$ cat src/rtl/tpu_pkg.sv
// tpu_pkg: shared TPU host-bus widths, result row geometry and unloader state encoding.
package tpu_pkg;
  localparam int BYTE_WIDTH   = 8;
  localparam int NUM_RESULTS  = 4;
  localparam int RESULT_WIDTH = 16;
  localparam int ROW_WIDTH    = NUM_RESULTS * RESULT_WIDTH;
  localparam int TOTAL_BYTES  = ROW_WIDTH / BYTE_WIDTH;
  localparam int IDX_W        = $clog2(TOTAL_BYTES);
  localparam logic [0:0] IDLE = 1'b0;
  localparam logic [0:0] SEND = 1'b1;
endpackage

$ cat src/rtl/result_unloader_if.sv
// result_unloader_if: array-side capture and host-side byte stream signals of the result unloader.
interface result_unloader_if;
  import tpu_pkg::*;
  logic                    result_valid;
  logic [RESULT_WIDTH-1:0] result_1;
  logic [RESULT_WIDTH-1:0] result_2;
  logic [RESULT_WIDTH-1:0] result_3;
  logic [RESULT_WIDTH-1:0] result_4;
  logic                    result_ready;
  logic [BYTE_WIDTH-1:0]   out_data;
  logic                    out_valid;
  logic                    out_ready;
  logic                    out_last;
  modport slave (
    input  result_valid, result_1, result_2, result_3, result_4, out_ready,
    output result_ready, out_data, out_valid, out_last
  );
  modport master (
    output result_valid, result_1, result_2, result_3, result_4, out_ready,
    input  result_ready, out_data, out_valid, out_last
  );
endinterface

$ cat src/rtl/result_unloader.sv
// result_unloader: captures one row of accumulator results and streams it to the host
// one byte per valid/ready transfer, little-endian per result, results in column order.
module result_unloader
  import tpu_pkg::*;
(
  input  logic             clk,
  input  logic             rst,
  result_unloader_if.slave bus,
  output logic             busy,
  output logic             overrun
);
  logic [0:0]                                state_q, state_d;
  logic [IDX_W-1:0]                          idx_q, idx_d;
  logic [TOTAL_BYTES-1:0][BYTE_WIDTH-1:0]    row_q, row_d;
  logic                                      overrun_q, overrun_d;
  logic                                      send, capture, xfer;
  assign send    = state_q == SEND;
  assign capture = !send && bus.result_valid;
  assign xfer    = send && bus.out_ready;
  // Ready is held low while reset is asserted so every output reads 0 during reset.
  assign bus.result_ready = !send && !rst;
  assign bus.out_valid    = send;
  assign bus.out_last     = send && idx_q == IDX_W'(TOTAL_BYTES - 1);
  assign bus.out_data     = row_q[idx_q];
  assign busy             = send;
  assign overrun          = overrun_q;
  always_comb begin
    state_d   = capture ? SEND : (xfer && bus.out_last) ? IDLE : state_q;
    idx_d     = capture ? '0 : (xfer && !bus.out_last) ? idx_q + 1'b1 : idx_q;
    row_d     = capture ? {bus.result_4, bus.result_3, bus.result_2, bus.result_1} : row_q;
    overrun_d = overrun_q || (bus.result_valid && send);
  end
  always_ff @(posedge clk or posedge rst) begin
    if (rst) begin
      state_q   <= IDLE;
      idx_q     <= '0;
      row_q     <= '0;
      overrun_q <= 1'b0;
    end else begin
      state_q   <= state_d;
      idx_q     <= idx_d;
      row_q     <= row_d;
      overrun_q <= overrun_d;
    end
  end
endmodule

$ cat src/flat_wrapper.sv
// flat-port wrapper written by rule: the top's interface ports become plain ports
module result_unloader_flat import tpu_pkg::*;
  (clk, rst, busy, overrun, bus_result_valid, bus_result_1, bus_result_2, bus_result_3, bus_result_4, bus_out_ready, bus_result_ready, bus_out_data, bus_out_valid, bus_out_last);
  result_unloader_if bus_i ();
  input  logic clk;
  input  logic rst;
  output logic busy;
  output logic overrun;
  input wire logic [$bits(bus_i.result_valid)-1:0] bus_result_valid;
  input wire logic [$bits(bus_i.result_1)-1:0] bus_result_1;
  input wire logic [$bits(bus_i.result_2)-1:0] bus_result_2;
  input wire logic [$bits(bus_i.result_3)-1:0] bus_result_3;
  input wire logic [$bits(bus_i.result_4)-1:0] bus_result_4;
  input wire logic [$bits(bus_i.out_ready)-1:0] bus_out_ready;
  output wire logic [$bits(bus_i.result_ready)-1:0] bus_result_ready;
  output wire logic [$bits(bus_i.out_data)-1:0] bus_out_data;
  output wire logic [$bits(bus_i.out_valid)-1:0] bus_out_valid;
  output wire logic [$bits(bus_i.out_last)-1:0] bus_out_last;
  assign bus_i.result_valid = bus_result_valid;
  assign bus_i.result_1 = bus_result_1;
  assign bus_i.result_2 = bus_result_2;
  assign bus_i.result_3 = bus_result_3;
  assign bus_i.result_4 = bus_result_4;
  assign bus_i.out_ready = bus_out_ready;
  assign bus_result_ready = bus_i.result_ready;
  assign bus_out_data = bus_i.out_data;
  assign bus_out_valid = bus_i.out_valid;
  assign bus_out_last = bus_i.out_last;
  result_unloader u_core (.clk(clk), .rst(rst), .bus(bus_i), .busy(busy), .overrun(overrun));
endmodule
$ cat config.mk
export PLATFORM = sky130hd
export DESIGN_NAME = result_unloader_flat
export DESIGN_NICKNAME = d
export VERILOG_FILES = /design/src/rtl/tpu_pkg.sv /design/src/rtl/result_unloader_if.sv /design/src/rtl/result_unloader.sv /design/src/flat_wrapper.sv
export SDC_FILE = /design/constraint.sdc
export NUM_CORES = 1
export LEC_CHECK = 0
export ABC_AREA = 1
export CAP_MARGIN = 10
export CORE_ASPECT_RATIO = 1.1
export CORE_MARGIN = 2
export CORE_UTILIZATION = 30
export DETAILED_ROUTE_END_ITERATION = 10
export DONT_BUFFER_PORTS = 1
export GPL_TIMING_DRIVEN = 0
export PLACE_DENSITY = 0.53
export RECOVER_POWER = 50
export SETUP_SLACK_MARGIN = 0.15
export SLEW_MARGIN = 10
export SYNTH_ARGS = -nofsm -noshare
export SYNTH_HDL_FRONTEND = slang
export SYNTH_SLANG_ARGS = --single-unit
$ cat constraint.sdc
create_clock -name clk -period 2.2 [get_ports clk]
set_clock_uncertainty 0.1 [all_clocks]
set_input_delay 0.44 -clock clk [delete_from_list [all_inputs] [get_ports clk]]
set_output_delay 0.44 -clock clk [all_outputs]
set_load 0.02 [all_outputs]
# Yosys cells after proc, flatten, opt, wreduce, memory -nomap -nowiden

Cells that the tools add are included.
Widths: inputs -> output; s select.

Order comparisons: 1
$add $sub $neg: 1
Reduce and logical (&&, ||, !) cells: 13
Mux-type cells: 6
Equality and inequality tests: 1

Operators by type and width:

| kind                | number |
|---|---|
| $bmux 8 s3          | 1 |
| $mux 8              | 1 |
| $logic_and 1x1->1   | 7 |
| $mux 3              | 2 |
| $lt 3x4->1 const B  | 1 |
| $reduce_bool 2->1   | 2 |
| $add 3x1->3 const B | 1 |
| $eq 3x3->1 const B  | 1 |
| $logic_not 1->1     | 3 |
| $mux 1              | 2 |
| $logic_or 1x1->1    | 1 |

Output and inout bits: 13
Word-level logic and storage cells: 33
Bits in registers: 69

# Logic depth before layout (Yosys ltp)

Gate-level depths: netlist of run 1.

Word-level depth: 6
Mapped depth: 8
Depth with buffers taken out: 7

# Worst setup path after synthesis of run 1

OpenSTA, ideal clock, no wires.

Kind: reg-to-output
Start point: reg u_core.idx_q[1]
End point: out bus_out_data[6]
Setup slack: 538 ps
Data required time: 1,660 ps
Cell stages (with the launch flop): 8
Arrival: 1,122 ps
Cell sequence: dfrtp_1 buf_2 inv_2 buf_2 nand3_1 nand2_1 nand2_1 nand2_1

Cells in the longest elaborated chain, start to end: 2

Ends and longest elaborated chain:

| item                         | line                  | text |
|---|---|---|
| start: declaration           | result_unloader.sv:13 | `logic [IDX_W-1:0] idx_q, idx_d;` |
| start signal: assignment     | result_unloader.sv:41 | `idx_q <= idx_d;` |
| $bmux 8 s3                   | result_unloader.sv:24 | `assign bus.out_data = row_q[idx_q];` |
| $mux 8 (not written as such) | result_unloader.sv:24 |  |
| end: declaration             | flat_wrapper.sv:16    | `output wire logic [$bits(bus_i.out_data)-1:0] bus_out_data;` |

Every way passes these cells. The select of a mux whose other input is x is not followed.

# Worst setup path in the final report of run 1

Start point: reg u_core.idx_q[0]
End point: out bus_out_data[1]

Same word-level chain as after synthesis.

==> results of run 1 <==
-- worst max-delay path: stages, from the launching register on --
cell and delay (ns):
dfrtp_1 0.39, buf_6 0.15, inv_8 0.08, buf_6 0.14
nand2_1 0.06, nand3_1 0.08, nand2_1 0.06, nand2_1 0.10
nand2_4 0.09
-- what timing repair did --
action                     in CTS  in global routing
pin swaps                       6                  4
gates cloned                    1                  1
setup buffers                   4                  1
setup endpoints to repair       8                  9
hold buffers                    1                  0
hold endpoints to repair       13                  0
gates resized for setup        37                 18
-- state kept, by name, summed over array words and instances, names as in the netlist --
name and flops:
u_core.row_q 64, u_core.idx_q 3, u_core.bus.out_valid 1, u_core.overrun 1
-- power groups by stage --
stage               registers (uW)  clock network (uW)  logic (uW)
floorplan                     2050                   0        2360
global placement              2080                   0        2970
detailed placement            2100                   0        3010
CTS                           2080                1360        3430
global route                  2130                1410        3990
finish                        2080                1330        3550
-- synth_stat cells (all sizes together) --
| cell | count |
|---|---|
| o21ai | 67 |
| dfrtp | 69 |
| a21oi | 1 |
| clkinv | 1 |
| a21o | 1 |
| nand3 | 36 |
| nand2 | 171 |
| ha | 2 |
| buf | 26 |
| inv | 71 |
| nor2 | 2 |
-- cells by family (layout without fill, tap and decap cells) --
kind of cell | Yosys count | count (layout) | share of synthesized area [%]
AO/OA/AOI/OAI | 69 | 69 | 15.69
buffers and inverters | 98 | 124 | 13.43
flip-flops | 69 | 69 | 47.28
AND/OR/NAND/NOR | 209 | 209 | 22.92
adder cells (fa/ha/maj) | 2 | 2 | 0.6851
-- per-stage QoR --
stage | instance area [um2] | hold slack (ns)
3_5_place_dp | 3889 | 0.2222
3_3_place_gp | 3849 | 0.4011
5_1_grt | 4364 | 0.08403
2_1_floorplan | 3656 | 0.3861
6_report | 4364 | 0.08812
4_1_cts | 4338 | 0.07394
-- path summary, 6_finish.rpt --
path,start,end,slack [ns],cells after the start
worst max-delay path,u_core.idx_q[0],bus_out_data[1],0.17,8
worst min-delay path,bus_out_ready,u_core.bus.out_valid,0.09,1
worst max register to register,u_core.bus.out_valid,u_core.row_q[58],0.46,7
worst min register to register,u_core.row_q[1],u_core.row_q[1],0.41,2
max in group asynchronous,rst,u_core.row_q[38],0.41,3
min in group asynchronous,rst,u_core.bus.out_valid,0.51,2
-- layer usage --
| metal | share of wire, % | vias to the layer above | track usage (%) | routed length (um) |
|---|---|---|---|---|
| met5 | 0 | - | 0 | 0 |
| met4 | 1.7 | 0 | 5.301 | 154 |
| li1 | - | 1420 | - | - |
| met2 | 48 | 62 | 25.70 | 4488 |
| met3 | 7.0 | 11 | 5.703 | 651 |
| met1 | 43 | 1305 | 18.67 | 3974 |
-- area by class of cell --
| cell class | instances | area, um2 | share of cell area (%) |
|---|---|---|---|
| Inverter | 72 | 285.3 | 6.537 |
| Timing Repair Buffer | 9 | 85.08 | 1.950 |
| Clock buffer | 15 | 267.8 | 6.135 |
| Timing Repair inverter | 1 | 7.507 | 0.1720 |
| Multi-Input combinational cell | 280 | 1515 | 34.72 |
| Tap cell | 154 | 192.7 | 4.415 |
| Sequential cell | 69 | 1727 | 39.56 |
| Clock inverter | 1 | 5.005 | 0.1147 |
| Buffer | 26 | 279.0 | 6.393 |
==> flow_metrics.tcl, run 1 <==
set metrics [dict create \
    status "finished clean" \
    pin_count 81 \
    dr.first_iter.drc_count 89 \
    cp.arrival_ns 1.49 \
    p_sw_share_pct 41.10 \
    rsz0062_at_grt "true" \
    hold_viol_final 0 \
    worst_slack_ns 0.1679 \
    htreeDepth 3 \
    ir_drop_mv 0.5519 \
    timing.final.max_slew_violations 0 \
    synthTopCellsByArea "dfrtp_1, nand2_1, o21ai_2" \
    first_global_vias 3050 \
    grt_pass1_wl_um 15260 \
    pre_cts_ws_ns 0.2135 \
    die_width_um 109.2 \
    p_sw_uw 2859 \
    dp.cells 603 \
    clock_path_buffers 2 \
    dpl.hpwl_um 7110 \
    viasPerCell 4.463 \
    fin_crit_sh_pct 92.37 \
    yosysWarnings 0 \
    cts_buffers 9 \
    power_leakage_uw 0.002128 \
    place.port_buffers 0 \
    routed_wl_um 9268 \
    antenna_left 0 \
    grt_overflow 0 \
    num_antenna_cells 0 \
    grt_usage_pct 15.59 \
    p_int_uw 4097 \
    crit_type "register to primary output" \
    slew_headroom_pct 51.74 \
    final_common_cell "nand2_1" \
    antenna_found_initial 0 \
    cts.sinks 69 \
    critical_path_required_ns 1.66 \
    fillers 1285 \
    seq_area_frac_synth_pct 47.28 \
    start_kind "register" \
    stdcell_count 627 \
    netlist.area_leader.share_pct 47.28 \
    die_area_mm2 0.01307 \
    clkTransAtPathRegs_ns 0.05 \
    drive_gt1_share_pct 27.27 \
    gp_congestion 0.7622 \
    clockPowerShare_pct 19.1 \
    num_rows 42 \
    layout.nets 538 \
    tightest_slew_ns 0.7239 \
    setup_violations 0 \
    post-route-util_pct 36.42 \
    final_cell_mix "nand2_1, dfrtp_1, inv_1" \
    drcViolationCount 0 \
    grt_max_degree 30 \
    pwr-share-seq_pct 29.9 \
    root_buffer "clkbuf_16" \
    die_h_um 119.7 \
    synth_largest_area_cell "dfrtp_1" \
    worstSkewPairLatency_ns 0.33 \
    syn_area_mm2 0.003652 \
    core_mm2 0.01198 \
    max_freq_mhz 492.1 \
    cp-end-kind "primary output" \
    drtPass1Iterations 4 \
    synth_cell_types 17 \
    hp-class "primary input to register" \
    start_util_pct 30.48 \
    total_power_uw 6956 \
    fin_crit_ns 2.032 \
    syn_inst 447 \
    syn_nets 517 \
    p_comb_share_pct 51.0 \
    cts_tree "yes" \
    synth_area_per_cell_um2 8.171 \
    vias 2798 \
    drv_cap 0 \
    path_max_fanout 10 \
    finalSetupTns_ns 0 \
    powerDensity_mw_per_mm2 1594 \
    area_growth_pct 19.49 \
    wl_per_cell_um 14.78 \
    ys_ff_latch 69 \
]
No activity file was read; power rests on OpenSTA's default activity.
==> run 2, diff against run 1 <==
==> constraint.sdc (replaced) <==
create_clock -name clk -period 2.2 [get_ports clk]
set_clock_uncertainty 0.1 [all_clocks]
set_input_delay 0.22 -clock clk [delete_from_list [all_inputs] [get_ports clk]]
set_output_delay 0.22 -clock clk [all_outputs]
set_load 0.02 [all_outputs]
==> run 2 against run 1 <==
Core utilization is 3.9 points higher. Worst hold slack better by 0.030 ns. Clock-buffer cell count stayed put. Largest cell class unchanged. Via count is 7.4% higher. Critical path depth is 1 lower. Setup slack better by 0.095 ns.
==> flow_metrics.tcl, run 2 (synthesis results as in run 1) <==
set metrics [dict create \
    antenna_left 0 \
    die_area_mm2 0.01307 \
    path_max_fanout 10 \
    slew_headroom_pct 51.63 \
    layout.nets 598 \
    vias 3005 \
    cp.arrival_ns 1.62 \
    drtPass1Iterations 5 \
    grt_max_degree 30 \
    setup_violations 0 \
    wl_per_cell_um 13.90 \
    reg_top3 "u_core.row_q (64), u_core.idx_q (3)" \
    dr.first_iter.drc_count 110 \
    worstSkewPairLatency_ns 0.33 \
    drv_cap 0 \
    dpl.hpwl_um 7110 \
    reg2reg_from "u_core.idx_q[0]" \
    largest_reg_flops 64 \
    area_growth_pct 32.31 \
    pin_count 81 \
    max_freq_mhz 516.1 \
    critical_path_required_ns 1.88 \
    finalSetupTns_ns 0 \
    grt_pass1_wl_um 15660 \
    hold_viol_final 0 \
    crit_type "register to primary output" \
    timing.final.max_slew_violations 0 \
    drive_gt1_share_pct 20.83 \
    crit_start "u_core.idx_q[1]" \
    core_mm2 0.01198 \
    cts.sinks 69 \
    root_buffer "clkbuf_16" \
    timing.hold.ws_ns 0.1185 \
    cts_tree "yes" \
    cp-end-kind "primary output" \
    ir_drop_mv 0.4806 \
    clkTransAtPathRegs_ns 0.05 \
    htreeDepth 3 \
    grt_usage_pct 15.81 \
    first_global_vias 3262 \
    num_antenna_cells 0 \
    regMostFlops "u_core.row_q" \
    post-route-util_pct 40.33 \
    start_kind "register" \
    num_rows 42 \
    tightest_slew_ns 0.7255 \
    dpl-instance-area_mm2 0.003889 \
    die_h_um 119.7 \
    status "finished clean" \
    pre_cts_ws_ns 0.4335 \
    worst_slack_ns 0.2625 \
    worstHoldStart "bus_result_valid" \
    place.port_buffers 0 \
    antenna_found_initial 0 \
    power_leakage_uw 0.002332 \
    powerDensity_mw_per_mm2 1361 \
    fin_crit_sh_pct 88.07 \
    grt_overflow 0 \
    final_cell_mix "nand2_1, dfrtp_1, dlygate4sd3_1" \
    stdcell_area_mm2 0.004832 \
    hp-class "primary input to register" \
    rsz0062_at_grt "true" \
    drcViolationCount 0 \
    fillers 1280 \
    die_width_um 109.2 \
    final_common_cell "nand2_1" \
    start_util_pct 30.48 \
    routed_wl_um 9547 \
    cts_setup_buffers 0 \
    fin_crit_ns 1.938 \
    viasPerCell 4.374 \
    gp_congestion 0.7622 \
    clock_path_buffers 2 \
    cts_buffers 9 \
]
[run 2: cell types whose count changed in the layout (fill, tap and decap cells not counted), moves of 3 or more]
cell	change
nand2_1	+9
buf_6	-3
dlygate4sd3_1	+67
nand2_4	-8
buf_2	+6
buf_4	-7
buf_8	-3
[run 2: stage by stage]
step,total power (uW),instances
2_1_floorplan,4414,447
3_3_place_gp,5053,601
3_5_place_dp,5113,603
4_1_cts,6593,687
5_1_grt,7148,687
6_report,6578,687
[run 2: worst max-delay path: stages, from the launching register on]
cell,delay [ns]
dfrtp_1,0.38
buf_2,0.17
inv_2,0.14
buf_6,0.17
nand3_1,0.12
nand2_1,0.09
nand2_1,0.06
nand2_2,0.14
[run 2: timing repair]
| item | CTS | global route |
|---|---|---|
| endpoints found under the hold margin | 135 | 0 |
| pin swaps | 0 | 0 |
| hold buffers | 68 | 0 |
| setup endpoints to repair | 7 | 8 |
| cloned | 0 | 0 |
| resized for setup | 3 | 11 |
[run 2: layout make-up]
class                           instances  area (um2)  area share, %
Multi-Input combinational cell        280        1448          29.96
Inverter                               72       271.5          5.619
Tap cell                              154       192.7          3.988
Clock inverter                          1       5.005         0.1036
Timing Repair Buffer                   70       690.7          14.29
Clock buffer                           15       267.8          5.541
Sequential cell                        69        1727          35.73
Buffer                                 26       230.2          4.764
[run 2: path summary, 6_finish.rpt]
kind | endpoint | slack (ns) | cells after the start
hold / removal | u_core.idx_q[1] | 0.12 | 3
setup / recovery | bus_out_data[5] | 0.26 | 7
max in group asynchronous | u_core.row_q[38] | 0.63 | 3
setup reg to reg | u_core.bus.out_valid | 0.38 | 6
hold reg to reg | u_core.row_q[0] | 0.41 | 2
min in group asynchronous | u_core.row_q[1] | 0.29 | 2
[run 2: power breakdown]
part	internal, uW	switching [uW]	total (uW)
sequential	1900	179	2080
clock	824	509	1330
combinational	1160	2000	3170
[run 2: routing by layer]
| layer | vias up | track usage (%) | part of all wire (%) |
|---|---|---|---|
| met4 | 0 | 5.222 | 1.0 |
| met1 | 1406 | 19.36 | 44 |
| met3 | 7 | 4.617 | 5.6 |
| met5 | - | 0 | 0 |
| met2 | 53 | 26.48 | 49 |
| li1 | 1539 | - | - |
==> RTL edit 1 (config.mk and constraints of run 1) <==
The package constant `RESULT_WIDTH` goes from 16 to 32.
--- a/src/rtl/tpu_pkg.sv
+++ b/src/rtl/tpu_pkg.sv
@@ -2,7 +2,7 @@
 package tpu_pkg;
   localparam int BYTE_WIDTH   = 8;
   localparam int NUM_RESULTS  = 4;
-  localparam int RESULT_WIDTH = 16;
+  localparam int RESULT_WIDTH = 32;
   localparam int ROW_WIDTH    = NUM_RESULTS * RESULT_WIDTH;
   localparam int TOTAL_BYTES  = ROW_WIDTH / BYTE_WIDTH;
   localparam int IDX_W        = $clog2(TOTAL_BYTES);
Ports: changed (resized bus_result_1, bus_result_2, bus_result_3 and bus_result_4); port bits go from 81 to 145. The function was not compared with the original's and may differ.
==> RTL edit 1 against run 1 <==
The run now ends with setup timing left. Via count is 99% higher. First-iteration DRC count grew to 4.6 times the old value. Routed wire length increased by 120%. Register-to-register slack better by 0.03 ns. Clock power is 110% higher. Area after synthesis rose by 81%. Largest power group unchanged. Sequential cell count is 65 higher. Setup slack got worse by 0.22 ns. Design area grew 83%. Global-route usage increased by 2.5 points. Non-clock buffer count rose by 27. Power grew 85%.
==> RTL edit 1: results <==
routing:
  wl_met2_um: 9787
  viasPerCell: 4.570
  met3_length_um: 957
  routedWlPerCell_um: 16.57
  dr.first_iter.drc_count: 407
  drt-total-wl_um: 20150
  dr.pass1.iters: 5
  drt-met1-wl_um: 8962
worst_setup_path:
  cpPeakStageDelay_ns: 0.41
  crit_end: "bus_out_data[6]"
  crit_start: "u_core.idx_q[0]"
  rr_endpoint: "u_core.row_q[88]"
  arrival_ns: 1.71
  reg2reg_slack_ns: 0.49
  r2r_cells: 4
  slowest_stage: "dfrtp_1"
  crit_family: "simple AND/OR/NAND/NOR gates"
synth:
  seq_area_frac_synth_pct: 50.86
  syn_inst: 884
  synth_area_leaders: "dfrtp_1, nand2_1, o21ai_0, inv_1, nand3_1"
  ys_top_cells_by_count: "nand2_1, dfrtp_1, inv_1"
  synth_cell_types: 19
  synth_compound_area_share_pct: 9.717
  synth-adder-area-share_pct: 0.1898
global_routing:
  grt.met2_usage_pct: 30.18
  grtUsageMet3_pct: 4.384
  grt_pass1_vias: 5815
  grt_first_pass_wirelength_um: 32170
  grt_max_degree: 36
  grt_util_all_layers_pct: 18.06
  grt.met1_usage_pct: 22.69
timing:
  finalSetupViolCount: 8
  worst_slack_ns: -0.04918
  timing.setup.tns_ns: -0.2907
  slew_headroom_pct: 31.26
  worst_hold_slack_ns: 0.02741
layout:
  fill_cells: 2302
  reg_top3: "u_core.row_q x128, u_core.idx_q x4"
  drive_gt1_share_pct: 16.85
  nets: 1046
worst_hold_path:
  whs_endpoint: "u_core.row_q[67]"
  hold_start: "bus_result_3[3]"
  hold_depth: 2
clock_tree:
  clk_latency_ns: 0.43
  cts_setup_buffers: 5
  cts-resized-gates: 68
  numCtsBuffers: 17
  cts_max_level: 4
outcome:
  failed_checks: "setup timing"
  status: "finished with violations"
place:
  dp_cells: 1178
  place_area_mm2: 0.007047
  place_congestion: 0.8189
  dp_slack_ns: 0.1405
  dp_hpwl_um: 15000
pwr:
  p_leak_nw: 3.966
  peakVddDrop_v: 0.0007450
RTL edit 1: cell count changes in the layout (fill, tap and decap cells not counted), sizes merged, moves of 5 or more:
cell and delta:
clkinv +5, o21ai +57, nor2 +19, inv +67, nand3 +48, clkbuf +6, buf +26, dfrtp +65
nand2 +155
RTL edit 1: layout make-up:
cell class / instances / area, µm² / area share [%]
Tap cell: 290 / 362.8 / 4.551
Clock inverter: 12 / 127.6 / 1.601
Inverter: 138 / 525.5 / 6.591
Buffer: 52 / 404.1 / 5.069
Timing Repair Buffer: 10 / 88.84 / 1.114
Sequential cell: 134 / 3353 / 42.06
Clock buffer: 20 / 456.7 / 5.728
Multi-Input combinational cell: 560 / 2654 / 33.29
RTL edit 1: cells by family after synthesis:
group,after synthesis
AOI/OAI and AO/OA,127
adders and majority gates,1
buffers and inverters,190
DFF,134
and+or+nand+nor,432
RTL edit 1: power breakdown:
part	internal [W]	switching, W
combinational	0.00207	0.00393
sequential	0.00370	0.000357
clock	0.00172	0.00111
==> RTL edit 2 (flow settings as in run 1) <==
Without the edit above. Put one more register stage on the output `overrun`, with the module's reset. The value now appears one clock later. The other outputs are not delayed to match.
--- a/src/rtl/result_unloader.sv
+++ b/src/rtl/result_unloader.sv
@@ -23,7 +23,13 @@
   assign bus.out_last     = send && idx_q == IDX_W'(TOTAL_BYTES - 1);
   assign bus.out_data     = row_q[idx_q];
   assign busy             = send;
-  assign overrun          = overrun_q;
+  always_ff @(posedge clk or posedge rst) begin
+    if (rst) begin
+      overrun <= '0;
+    end else begin
+      overrun <= overrun_q;
+    end
+  end
   always_comb begin
     state_d   = capture ? SEND : (xfer && bus.out_last) ? IDLE : state_q;
     idx_d     = capture ? '0 : (xfer && !bus.out_last) ? idx_q + 1'b1 : idx_q;
Behaviour: not the same (Yosys sat finds a counterexample within 4 cycles, from zero or initial values and one cycle with rst high).
==> RTL edit 2 against run 1 <==
Routed wire length increased by 2.9%. Sequential cell count increased by 1. Core utilization increased by 0.19 points. Area after synthesis increased by 3.5%. Design area increased by 4.7%. Setup slack got worse by 0.014 ns. Power increased by 2.7%. Register-to-register slack got worse by 0.16 ns. Largest cell class unchanged. Largest power group unchanged. Highest routed layer unchanged.
==> RTL edit 2: results <==
routing:
  dr.pass1.iters: 4
  dr.first_iter.drc_count: 130
  routedWlPerCell_um: 15.18
  drt-total-wl_um: 9535
  viasPerCell: 4.502
worst_setup_path:
  critPathMaxFanout: 10
  slowest_stage: "dfrtp_1"
  crit_family: "flip-flops"
  cpPeakStageDelay_ns: 0.39
  arrival_ns: 1.51
timing:
  finalSetupViolCount: 0
  tightest_slew_ns: 1.202
layout:
  reg_top3: "u_core.row_q x64, u_core.idx_q x3"
  fill_cells: 1316
  nets: 537
  drive_gt1_share_pct: 33.76
  n_antenna_cell: 0
clock_tree:
  path_clk_slew_ns: 0.06
  clk_latency_ns: 0.33
  root_buffer: "clkbuf_16"
  cts.path.max_buffers: 2
  cts_max_level: 3
  numCtsBuffers: 9
pwr:
  peakVddDrop_v: 0.0004993
  p_leak_nw: 2.191
global_routing:
  grt.met2_usage_pct: 24.12
  grt_first_pass_wirelength_um: 15410
  grtUsageMet3_pct: 4.478
  grt.met1_usage_pct: 18.40
  grt_max_degree: 26
  antenna_found_initial: 0
  grt_util_all_layers_pct: 14.83
  grt_pass1_vias: 2982
synth:
  synth_compound_area_share_pct: 15.55
  seq_area_frac_synth_pct: 46.33
  async_flop_share_pct: 100.0
  postSynthNetCount: 518
  synth_cell_types: 19
  synth_xor_area_share_pct: 0
  synthFlopType: "dfrtp_1"
  synth_area_leaders: "dfrtp_1, nand2_1, o21ai_2, inv_1, nand3_1"
  synthMuxAreaShare_pct: 0
  syn_inst: 448
  yosys_warnings: 0
  ys_top_cells_by_count: "nand2_1, dfrtp_1, inv_1"
  synth-adder-area-share_pct: 0.6618
place:
  port_buffers: 0
  dp_hpwl_um: 7294
  dp_cells: 607
  place_congestion: 0.7985
outcome:
  status: "finished, final reports clean"
worst_hold_path:
  hold_class: "primary input to register"
## RTL edit 2: path summary, 6_finish.rpt
check / start / end / slack, ns / cells past startpoint
max in group asynchronous: rst / u_core.row_q[63] / 0.63 / 3
worst max-delay path: u_core.idx_q[1] / bus_out_data[6] / 0.15 / 7
worst min register to register: u_core.overrun_q / u_core.overrun / 0.27 / 0
min in group asynchronous: rst / u_core.overrun / 0.71 / 2
worst min-delay path: bus_out_ready / u_core.bus.out_valid / 0.09 / 1
worst max register to register: u_core.bus.out_valid / u_core.row_q[55] / 0.30 / 7
## RTL edit 2: cell type report
type / count / share of cell area, %
multi-input combinational: 280 / 35.23
sequential: 70 / 38.32
clock inverter: 1 / 0.1095
buffer: 26 / 7.364
tap: 157 / 4.298
clock buffer: 14 / 5.776
timing repair buffer: 8 / 2.601
inverter: 72 / 6.296
## RTL edit 2: kinds of logic after synthesis
logic type	Yosys count
simple gates	209
buf+inv	98
flops	70
compound gates	69
fa+ha+maj	2
## RTL edit 2: where the power goes
| group | switching [W] | total (W) | internal [W] |
|---|---|---|---|
| sequential | 0.000174 | 0.00209 | 0.00192 |
| combinational | 0.00228 | 0.00373 | 0.00145 |
| clock | 0.000505 | 0.00132 | 0.000817 |
| total | 0.00296 | 0.00714 | 0.00419 |
## RTL edit 2: what timing repair did
action,CTS,global route
pin swaps,12,10
hold buffers,1,0
gates cloned,2,0
endpoints found under the setup margin,8,8
gates resized for setup,52,20
hold endpoints to repair,21,0
buffers inserted,2,1
## RTL edit 2: per-stage QoR
step,utilization (%),worst slack [ns],hold WS [ns],cell area (µm²),power (W)
6_report,36.62,0.1543,0.08858,4571,0.007141
5_1_grt,36.62,0.08148,0.08623,4571,0.007679
4_1_cts,36.14,0.1391,0.08275,4511,0.007047
3_5_place_dp,32.28,0.2734,0.2612,4029,0.005177
3_3_place_gp,31.90,0.2703,0.2646,3981,0.005117
2_1_floorplan,-,0.5376,0.2554,3785,0.004489
## RTL edit 2: routing by layer
| metal | vias up | part of all wire (%) |
|---|---|---|
| met5 | - | 0 |
| met4 | 0 | 1.9 |
| met3 | 14 | 5.4 |
| met2 | 55 | 49 |
| met1 | 1344 | 44 |
| li1 | 1414 | - |
